--- config.mk ---
export PLATFORM = sky130hd
export DESIGN_NAME = mc14500_sequencer
export DESIGN_NICKNAME = d
export VERILOG_FILES = /design/src/rtl/mc14500_pkg.sv /design/src/rtl/mc14500_ret_stack.sv /design/src/rtl/mc14500_sequencer.sv
export SDC_FILE = /design/constraint.sdc
export NUM_CORES = 1
export LEC_CHECK = 0
export ABC_AREA = 1
export ABC_CLOCK_PERIOD_IN_PS = 2540
export BUFFER_PORTS_ARGS = -buffer_cell sky130_fd_sc_hd__buf_2
export CORE_UTILIZATION = 35
export CTS_BUF_LIST = sky130_fd_sc_hd__clkbuf_2
export DETAILED_ROUTE_END_ITERATION = 8
export GPL_TIMING_DRIVEN = 0
export HOLD_SLACK_MARGIN = 0.08
export PLACE_DENSITY = 0.54
export SETUP_SLACK_MARGIN = 0.05
export SYNTH_ARGS = -nofsm -noshare
export SYNTH_HDL_FRONTEND = slang
export SYNTH_SLANG_ARGS = --single-unit
--- constraint.sdc ---
create_clock -name clk_in -period 2.54 [get_ports clk_in]
set_input_delay 0.508 -clock clk_in [delete_from_list [all_inputs] [get_ports clk_in]]
set_output_delay 0.508 -clock clk_in [all_outputs]
set_load 0.01 [all_outputs]
--- src/rtl/mc14500_pkg.sv ---
// Shared definitions for the MC14500 sequencer: opcode encoding, core phase
// values and the layout of a program word {operand, opcode}.
package mc14500_pkg;

  localparam logic [3:0] NOPO = 4'h0;
  localparam logic [3:0] LD   = 4'h1;
  localparam logic [3:0] LDC  = 4'h2;
  localparam logic [3:0] AND  = 4'h3;
  localparam logic [3:0] ANDC = 4'h4;
  localparam logic [3:0] OR   = 4'h5;
  localparam logic [3:0] ORC  = 4'h6;
  localparam logic [3:0] XNOR = 4'h7;
  localparam logic [3:0] STO  = 4'h8;
  localparam logic [3:0] STOC = 4'h9;
  localparam logic [3:0] IEN  = 4'hA;
  localparam logic [3:0] OEN  = 4'hB;
  localparam logic [3:0] JMP  = 4'hC;
  localparam logic [3:0] RTN  = 4'hD;
  localparam logic [3:0] SKZ  = 4'hE;
  localparam logic [3:0] NOPF = 4'hF;

  localparam logic STATE_FETCH = 1'b0;
  localparam logic STATE_EXEC  = 1'b1;

  localparam int OPC_LSB = 0;
  localparam int OPC_W   = 4;
  localparam int OPR_LSB = OPC_LSB + OPC_W;

endpackage

--- src/rtl/mc14500_ret_stack.sv ---
// Circular return-address LIFO: a push onto a full stack overwrites the oldest
// entry, a pop from an empty stack is ignored; both raise sticky flags.
module mc14500_ret_stack #(
  parameter int W     = 8,
  parameter int DEPTH = 4,
  localparam int PW   = $clog2(DEPTH),
  localparam int DW   = $clog2(DEPTH) + 1
) (
  input  logic          clk_in,
  input  logic          rst,
  input  logic          i_push,
  input  logic          i_pop,
  input  logic [W-1:0]  i_data,
  output logic [W-1:0]  o_top,
  output logic          o_empty,
  output logic [DW-1:0] o_depth,
  output logic          o_ovf,
  output logic          o_unf
);

  logic [W-1:0]  r_mem [DEPTH];
  logic [PW-1:0] r_wp;
  logic [DW-1:0] r_depth;
  logic          r_ovf;
  logic          r_unf;
  logic [PW-1:0] w_top_idx;

  // r_wp is the next free slot; the newest entry sits just below it (mod DEPTH)
  assign w_top_idx = r_wp - 1'b1;
  assign o_top     = r_mem[w_top_idx];
  assign o_empty   = (r_depth == '0);
  assign o_depth   = r_depth;
  assign o_ovf     = r_ovf;
  assign o_unf     = r_unf;

  always_ff @(posedge clk_in) begin
    if (rst && i_push) r_mem[r_wp] <= i_data;
  end

  always_ff @(posedge clk_in) begin
    if (!rst) begin
      r_wp    <= '0;
      r_depth <= '0;
      r_ovf   <= 1'b0;
      r_unf   <= 1'b0;
    end else if (i_push) begin
      r_wp <= r_wp + 1'b1;
      if (r_depth == DW'(DEPTH)) r_ovf <= 1'b1;
      else                       r_depth <= r_depth + 1'b1;
    end else if (i_pop) begin
      if (r_depth == '0) begin
        r_unf <= 1'b1;
      end else begin
        r_wp    <= r_wp - 1'b1;
        r_depth <= r_depth - 1'b1;
      end
    end
  end

endmodule

--- src/rtl/mc14500_sequencer.sv ---
// Program sequencer for the MC14500 ICU: PC, ROM address generation, JMP/RTN
// decode with a return stack, and operand-to-I/O address latching.
module mc14500_sequencer
  import mc14500_pkg::*;
#(
  parameter int ADDR_W      = 8,
  parameter int STACK_DEPTH = 4,
  parameter int RESET_VEC   = 0
) (
  input  logic                         clk_in,
  input  logic                         rst,
  input  logic                         core_state,
  input  logic                         core_skp,
  output logic [ADDR_W-1:0]            prog_addr,
  input  logic [ADDR_W+3:0]            prog_data,
  output logic [3:0]                   core_i,
  output logic [ADDR_W-1:0]            io_addr,
  output logic [$clog2(STACK_DEPTH):0] stk_depth,
  output logic                         stk_ovf,
  output logic                         stk_unf
);

  localparam logic [ADDR_W-1:0] RV = ADDR_W'(RESET_VEC);

  logic [ADDR_W-1:0] r_pc;
  logic [3:0]        r_op;
  logic [ADDR_W-1:0] r_operand;
  logic              r_skipped;

  logic              w_exec;
  logic              w_jmp;
  logic              w_rtn;
  logic [ADDR_W-1:0] w_top;
  logic              w_empty;
  logic [ADDR_W-1:0] w_rtn_tgt;
  logic [ADDR_W-1:0] w_next_pc;

  assign w_exec    = (core_state == STATE_EXEC);
  assign w_jmp     = w_exec && (r_op == JMP) && !r_skipped;
  assign w_rtn     = w_exec && (r_op == RTN) && !r_skipped;
  assign w_rtn_tgt = w_empty ? RV : w_top;

  assign core_i  = prog_data[OPC_LSB +: OPC_W];
  assign io_addr = r_operand;

  // The EXECUTE-cycle address is both what the ROM fetches and the new PC,
  // which is what removes the bubble after a jump.
  always_comb begin
    w_next_pc = r_pc;
    if (!w_exec)    w_next_pc = r_pc + 1'b1;
    else if (w_jmp) w_next_pc = r_operand;
    else if (w_rtn) w_next_pc = w_rtn_tgt;
  end

  always_comb begin
    prog_addr = r_pc;
    if (!rst)        prog_addr = RV;
    else if (w_exec) prog_addr = w_next_pc;
  end

  always_ff @(posedge clk_in) begin
    if (!rst) begin
      r_pc      <= RV;
      r_op      <= NOPO;
      r_operand <= '0;
      r_skipped <= 1'b0;
    end else begin
      r_pc <= w_next_pc;
      if (!w_exec) begin
        r_op      <= prog_data[OPC_LSB +: OPC_W];
        r_operand <= prog_data[OPR_LSB +: ADDR_W];
        r_skipped <= core_skp;
      end
    end
  end

  mc14500_ret_stack #(
    .W     (ADDR_W),
    .DEPTH (STACK_DEPTH)
  ) u_ret_stack (
    .clk_in  (clk_in),
    .rst     (rst),
    .i_push  (w_jmp),
    .i_pop   (w_rtn),
    .i_data  (r_pc),
    .o_top   (w_top),
    .o_empty (w_empty),
    .o_depth (stk_depth),
    .o_ovf   (stk_ovf),
    .o_unf   (stk_unf)
  );

endmodule

======== Word level (Yosys, flattened, before mapping) ========
Memory sizes are Yosys's and may differ from the RTL's.
Index checks and enable logic that the tools add are counted.
storage, ports and cells
  input bits .............................. 16
  bits in latches ......................... 0
  output and inout port bits .............. 25
  word-level logic and storage cells ...... 47
  bits in registers ....................... 28
  memory bits (writable) .................. 32
  memories kept ........................... 1
  ROM bits ................................ 0
cells by class
  multiply operators ...................... 0
  eq/ne operators ......................... 5
  bitwise gates (word level) .............. 1
  divide/modulo/power cells ............... 0
  magnitude comparators ................... 0
  shift operators ......................... 0
  $add $sub $neg .......................... 5
  reduce and logical (&&, ||, !) cells .... 12
  multiplexer cells ....................... 15
memory list
  memory             depth  width  read ports  clocked after Yosys merged registers in  write ports  RTL line                 text
  u_ret_stack.r_mem  4      8      1           0                                        1            mc14500_ret_stack.sv:21  logic [W-1:0] r_mem [DEPTH];
operators by type and width
  kind                 count
  $mux 8               6
  $mux 3               4
  $add 8x1->8 const B  1
  $eq 4x4->1 const B   2
  $mux 2               3
  $reduce_and 3->1     2
  $logic_and 1x1->1    5
  $reduce_and 2->1     2
  $add 3x1->3 const B  1
  $eq 3x3->1 const B   1
  $logic_not 3->1      1
  $sub 3x1->3 const B  1
  $add 2x1->2 const B  1
  $mux 1               2
  $ne 2x1->1 const B   1
  $ne 2x2->1 const B   1
  $reduce_bool 2->1    1
  $sub 2x1->2 const B  1
  $logic_not 1->1      1
  $not 1->1            1

======== Longest topological paths before layout ========
  word-level depth ........................ 8
  mapped depth ............................ 13
  gate-level depth less buffers ........... 11

======== Hierarchy ========
From an unflattened synthesis, not the netlist that was laid out.
unflattened totals
  cells, all modules ...................... 363
  area total of the unflattened synthesis .. 3039.2 um^2
by module, submodules not included
  module             cells an instance  sequential area each (um^2)  instances  area an instance (um^2)
  mc14500_ret_stack  151                1101.1                       1          1700.4
  mc14500_sequencer  212                420.4                        1          1338.8

======== Worst setup path before layout ========
Ideal clock, no wire load.
  kind .................................... reg2out
  start ................................... register u_ret_stack.r_wp[0]
  end ..................................... output port prog_addr[7]
  path slack .............................. 0.239 ns
  cell stages (with the launch flop) ...... 14
  arrival ................................. 1.793 ns
  required time ........................... 2.032 ns
  path buffers ............................ 3
  cells stage by stage .................... dfxtp_1 -> buf_4 -> inv_2 -> buf_6 -> ha_1 -> clkbuf_1 -> nand3_1 -> nand2_1 -> nand2_1 -> nand2_1 -> nand2_1 -> nand2_1 -> nand2_1 -> nor2_1
on the way
  longest elaborated chain between the ends .. 8
RTL lines
  what                    RTL line                 text
  start, declared         mc14500_ret_stack.sv:22  logic [PW-1:0] r_wp;
  start signal, assigned  mc14500_ret_stack.sv:47  r_wp <= r_wp + 1'b1;
  start signal, assigned  mc14500_ret_stack.sv:54  r_wp <= r_wp - 1'b1;
  $sub 2x1->2             mc14500_ret_stack.sv:29  assign w_top_idx = r_wp - 1'b1;
  $mem_v2 4x8             --
  $mux 8                  mc14500_sequencer.sv:41  assign w_rtn_tgt = w_empty ? RV : w_top;
  $mux 8                  mc14500_sequencer.sv:52  else if (w_rtn) w_next_pc = w_rtn_tgt;
  $mux 8                  mc14500_sequencer.sv:51  else if (w_jmp) w_next_pc = r_operand;
  $mux 8                  mc14500_sequencer.sv:50  if (!w_exec) w_next_pc = r_pc + 1'b1;
  $mux 8                  mc14500_sequencer.sv:58  else if (w_exec) prog_addr = w_next_pc;
  $mux 8                  mc14500_sequencer.sv:57  if (!rst) prog_addr = RV;
  end, declared           mc14500_sequencer.sv:14  output logic [ADDR_W-1:0] prog_addr,
No other way between the ends.

======== Worst setup path in the final report ========
Ends and elaborated chain as after synthesis.

==> flow_metrics.py <==
metrics = {
    "sta": {
        "rsz0062_at_grt": "yes",
        "fmaxAchievable_ghz": 0.3583,
        "max_slew_margin_pct": 45.24,
        "worst_pin_slew_ns": 0.8183,
        "skew_ns": 0.02704,
        "hold_violations": 0,
        "setup_viol": 9,
        "period_share_pct": 109.9,
        "hold_slack_ns": 0.2465,
        "period_needed_ns": 2.791,
        "layout_setup_ws_ns": -0.2513,
        "finalMaxSlewViolations": 0,
        "fin_tns_setup_ns": -1.905,
    },
    "worst_setup_path": {
        "ff2ff_path_depth": 22,
        "cp_slowest_cell": "dfxtp_2",
        "worstPathMaxFanout": 5,
        "r2r_end": "r_pc[1]$_SDFF_PN0_",
        "critical_path.top_delay_family": "simple AND/OR/NAND/NOR gates",
        "crit_required_ns": 2.03,
        "setup.worst_path.class": "flop to output port",
        "r2r_start": "u_ret_stack.r_wp[0]$_SDFFE_PN0P_",
        "rrSetupSlack_ns": -0.21,
        "cpPeakStageDelay_ns": 0.39,
        "end_kind": "output port",
        "crit_buf_inv": 5,
        "cp_cell_sequence": "buf_6, inv_8, buf_8, ha_4, clkbuf_16, nand3_1, nand2_1, nand2_1, nand2_1, nand2_1, nand2_1, nand2_1, nor2_1, buf_2",
        "worstPathArrival_ns": 2.28,
        "crit_top_cell": "nand2_1",
        "start_kind": "flop",
    },
    "logic_synthesis": {
        "syn_area_sq_um": 2940,
        "postSynthCellCount": 368,
        "ys.warnings.count": 0,
        "ys_types": 30,
        "ys_ff_latch": 60,
        "async_flop_share_pct": 0,
        "avgSynthCellArea_sq_um": 7.990,
        "syn_nets": 390,
        "synth_edf_count": 32,
        "synth_seq_area_share_pct": 51.74,
        "ys.flop_type": "edfxtp_1",
    },
    "routing": {
        "drc": 0,
        "avgRoutedWirePerCell_um": 12.99,
        "ant_nets": 0,
        "dr.pass1.iters": 4,
        "viasPerCell": 4.511,
        "drt_iter0_drc": 63,
        "wirelength_um": 7093,
        "vias": 2463,
    },
    "power_and_ir_drop": {
        "p_leak_nw": 1.742,
        "vdd_drop_max_mv": 0.2912,
        "power_frac_seq_pct": 54.6,
        "power_w": 0.001988,
        "swShare_pct": 26.62,
        "pwr_density_cell_nw_per_um2": 547.7,
        "clkPwrFrac_pct": 35.2,
        "p_int_w": 0.001459,
        "pwr-share-comb_pct": 10.3,
        "p_switching_w": 0.0005292,
    },
    "cells_and_area": {
        "final_util_pct": 44.40,
        "mostFrequentLayoutCells": "99 x nand2_1, 58 x nor2_1, 45 x inv_1",
        "fin_area_sq_um": 3630,
        "fin_nets": 458,
        "syn_to_final_growth_pct": 23.45,
        "layout_commonest_cell": "nand2_1",
        "drive_above_1_share_pct": 24.72,
        "diodes": 0,
    },
    "grt": {
        "grt_use_total_pct": 17.92,
        "grt_pass1_wl_um": 11670,
        "grt_max_degree": 12,
        "grt_pass1_vias": 2379,
        "overflow": 0,
        "antenna_found_initial": 0,
    },
    "hold_path": {
        "min_path_cells": 3,
        "whs_endpoint": "io_addr[0]$_SDFFE_PN0N_",
        "hold_class": "input pin to flop",
        "hp-start": "prog_data[4]",
    },
    "placement": {
        "place_hpwl_um": 4808,
        "gp_congestion": 0.8090,
        "place_area_sq_um": 3272,
        "portBuffers": 40,
    },
    "clock_network": {
        "clk_pin_slew_worst_paths_ns": 0.17,
        "cts_tree": "yes",
        "insertion_delay_ns": 0.50,
        "cts_inserted_buffers": 9,
        "cts.sinks": 60,
        "clockBufferDepth": 2,
        "htreeDepth": 3,
        "ctsHoldBuffers": 0,
        "clockRootBuffer": "clkbuf_2",
    },
    "floorplanning": {
        "die-area_sq_um": 8771,
        "num_rows": 33,
        "coreArea_sq_um": 8175,
        "ioPinCount": 41,
        "chipWidth_um": 93.66,
        "start_util_pct": 35.97,
        "die_y_um": 93.66,
    },
    "run_status": {
        "violations": "setup timing",
        "status": "complete, but fails checks",
    },
    "run": {
        "cap_violations": 0,
    },
}
## logic make-up after synthesis
kind of cell	count (synthesis)	share of synthesized area, %
xor+xnor	1	0.2979
fa+ha+maj	6	2.809
simple gates	199	28.85
compound gates	38	6.681
flops	60	51.74
buf+inv	64	9.617
## power groups by stage
stage	clock network [W]	logic [W]	registers [W]
2_1_floorplan	0	0.000111	0.00110
3_3_place_gp	0	0.000173	0.00110
3_5_place_dp	0	0.000174	0.00111
4_1_cts	0.000717	0.000200	0.00108
5_1_grt	0.000761	0.000229	0.00109
6_report	0.000699	0.000204	0.00108
## synthesized netlist by cell type (3+ instances only)
| library cell | number | area share, % |
|---|---|---|
| nand2_1 | 104 | 13 |
| nor2_1 | 59 | 7.5 |
| inv_1 | 46 | 5.9 |
| edfxtp_1 | 32 | 33 |
| dfxtp_1 | 28 | 19 |
| nand3_1 | 22 | 3.7 |
| a21oi_1 | 18 | 3.1 |
| o21ai_0 | 16 | 2.7 |
| buf_4 | 6 | 1.5 |
| ha_1 | 5 | 2.1 |
| buf_2 | 4 | 0.68 |
| clkbuf_1 | 3 | 0.38 |
| nor2_2 | 3 | 0.64 |
## sequential cells by signal (all words and copies together) (netlist names)
name and cells:
u_ret_stack.r_mem 32, r_skipped 1, r_op 4, u_ret_stack.r_wp 2, u_ret_stack.o_depth 3, io_addr 8
u_ret_stack.o_ovf 1, r_pc 8, u_ret_stack.o_unf 1
## tightest hold or removal path: stages
cell	delay [ns]
buf_2	0.07
o21ai_0	0.06
nor2_1	0.07
## routing by layer
metal | GRT usage (%) | part of all wire [%] | routed length (um)
met5 | 0 | 0 | 0
met4 | 7.821 | 2.1 | 147
met3 | 3.964 | 3.5 | 245
met2 | 29.29 | 47 | 3328
met1 | 22.73 | 48 | 3371
## worst max-delay path by stage
| stage | from | endpoint | slack [ns] | cells past startpoint |
|---|---|---|---|---|
| floorplan | u_ret_stack.r_wp[0]$_SDFFE_PN0P_ | prog_addr[7] | 0.24 | 13 |
| global route | u_ret_stack.r_wp[0]$_SDFFE_PN0P_ | prog_addr[6] | -0.41 | 14 |
| detailed placement | u_ret_stack.r_wp[0]$_SDFFE_PN0P_ | prog_addr[5] | -0.32 | 14 |
| global placement | u_ret_stack.r_wp[0]$_SDFFE_PN0P_ | prog_addr[5] | -0.31 | 14 |
| CTS | u_ret_stack.r_wp[0]$_SDFFE_PN0P_ | prog_addr[5] | -0.29 | 14 |
| finish | u_ret_stack.r_wp[0]$_SDFFE_PN0P_ | prog_addr[7] | -0.25 | 14 |
## layout make-up
class	instances	area, sq um
Fill cell	842	4546
Sequential cell	60	1523
Multi-Input combinational cell	244	1184
Timing Repair Buffer	57	334.1
Inverter	47	186.4
Buffer	17	135.1
Tap cell	105	131.4
Clock inverter	7	91.34
Clock buffer	9	45.04
## stage by stage
stage          setup slack [ns]  std cells
3_3_place_gp            -0.3069        513
2_1_floorplan            0.2387        368
4_1_cts                 -0.2932        545
5_1_grt                 -0.4073        546
6_report                -0.2513        546
3_5_place_dp            -0.3169        513
## what timing repair did
item / 4_1_cts / 5_1_grt
endpoints found under the setup margin: 8 / 9
cloned: 1 / 0
resized for setup: 18 / 5
setup buffers: 15 / 1
pin swaps: 13 / 13
Note: power is estimated with default switching activity, not from simulation.
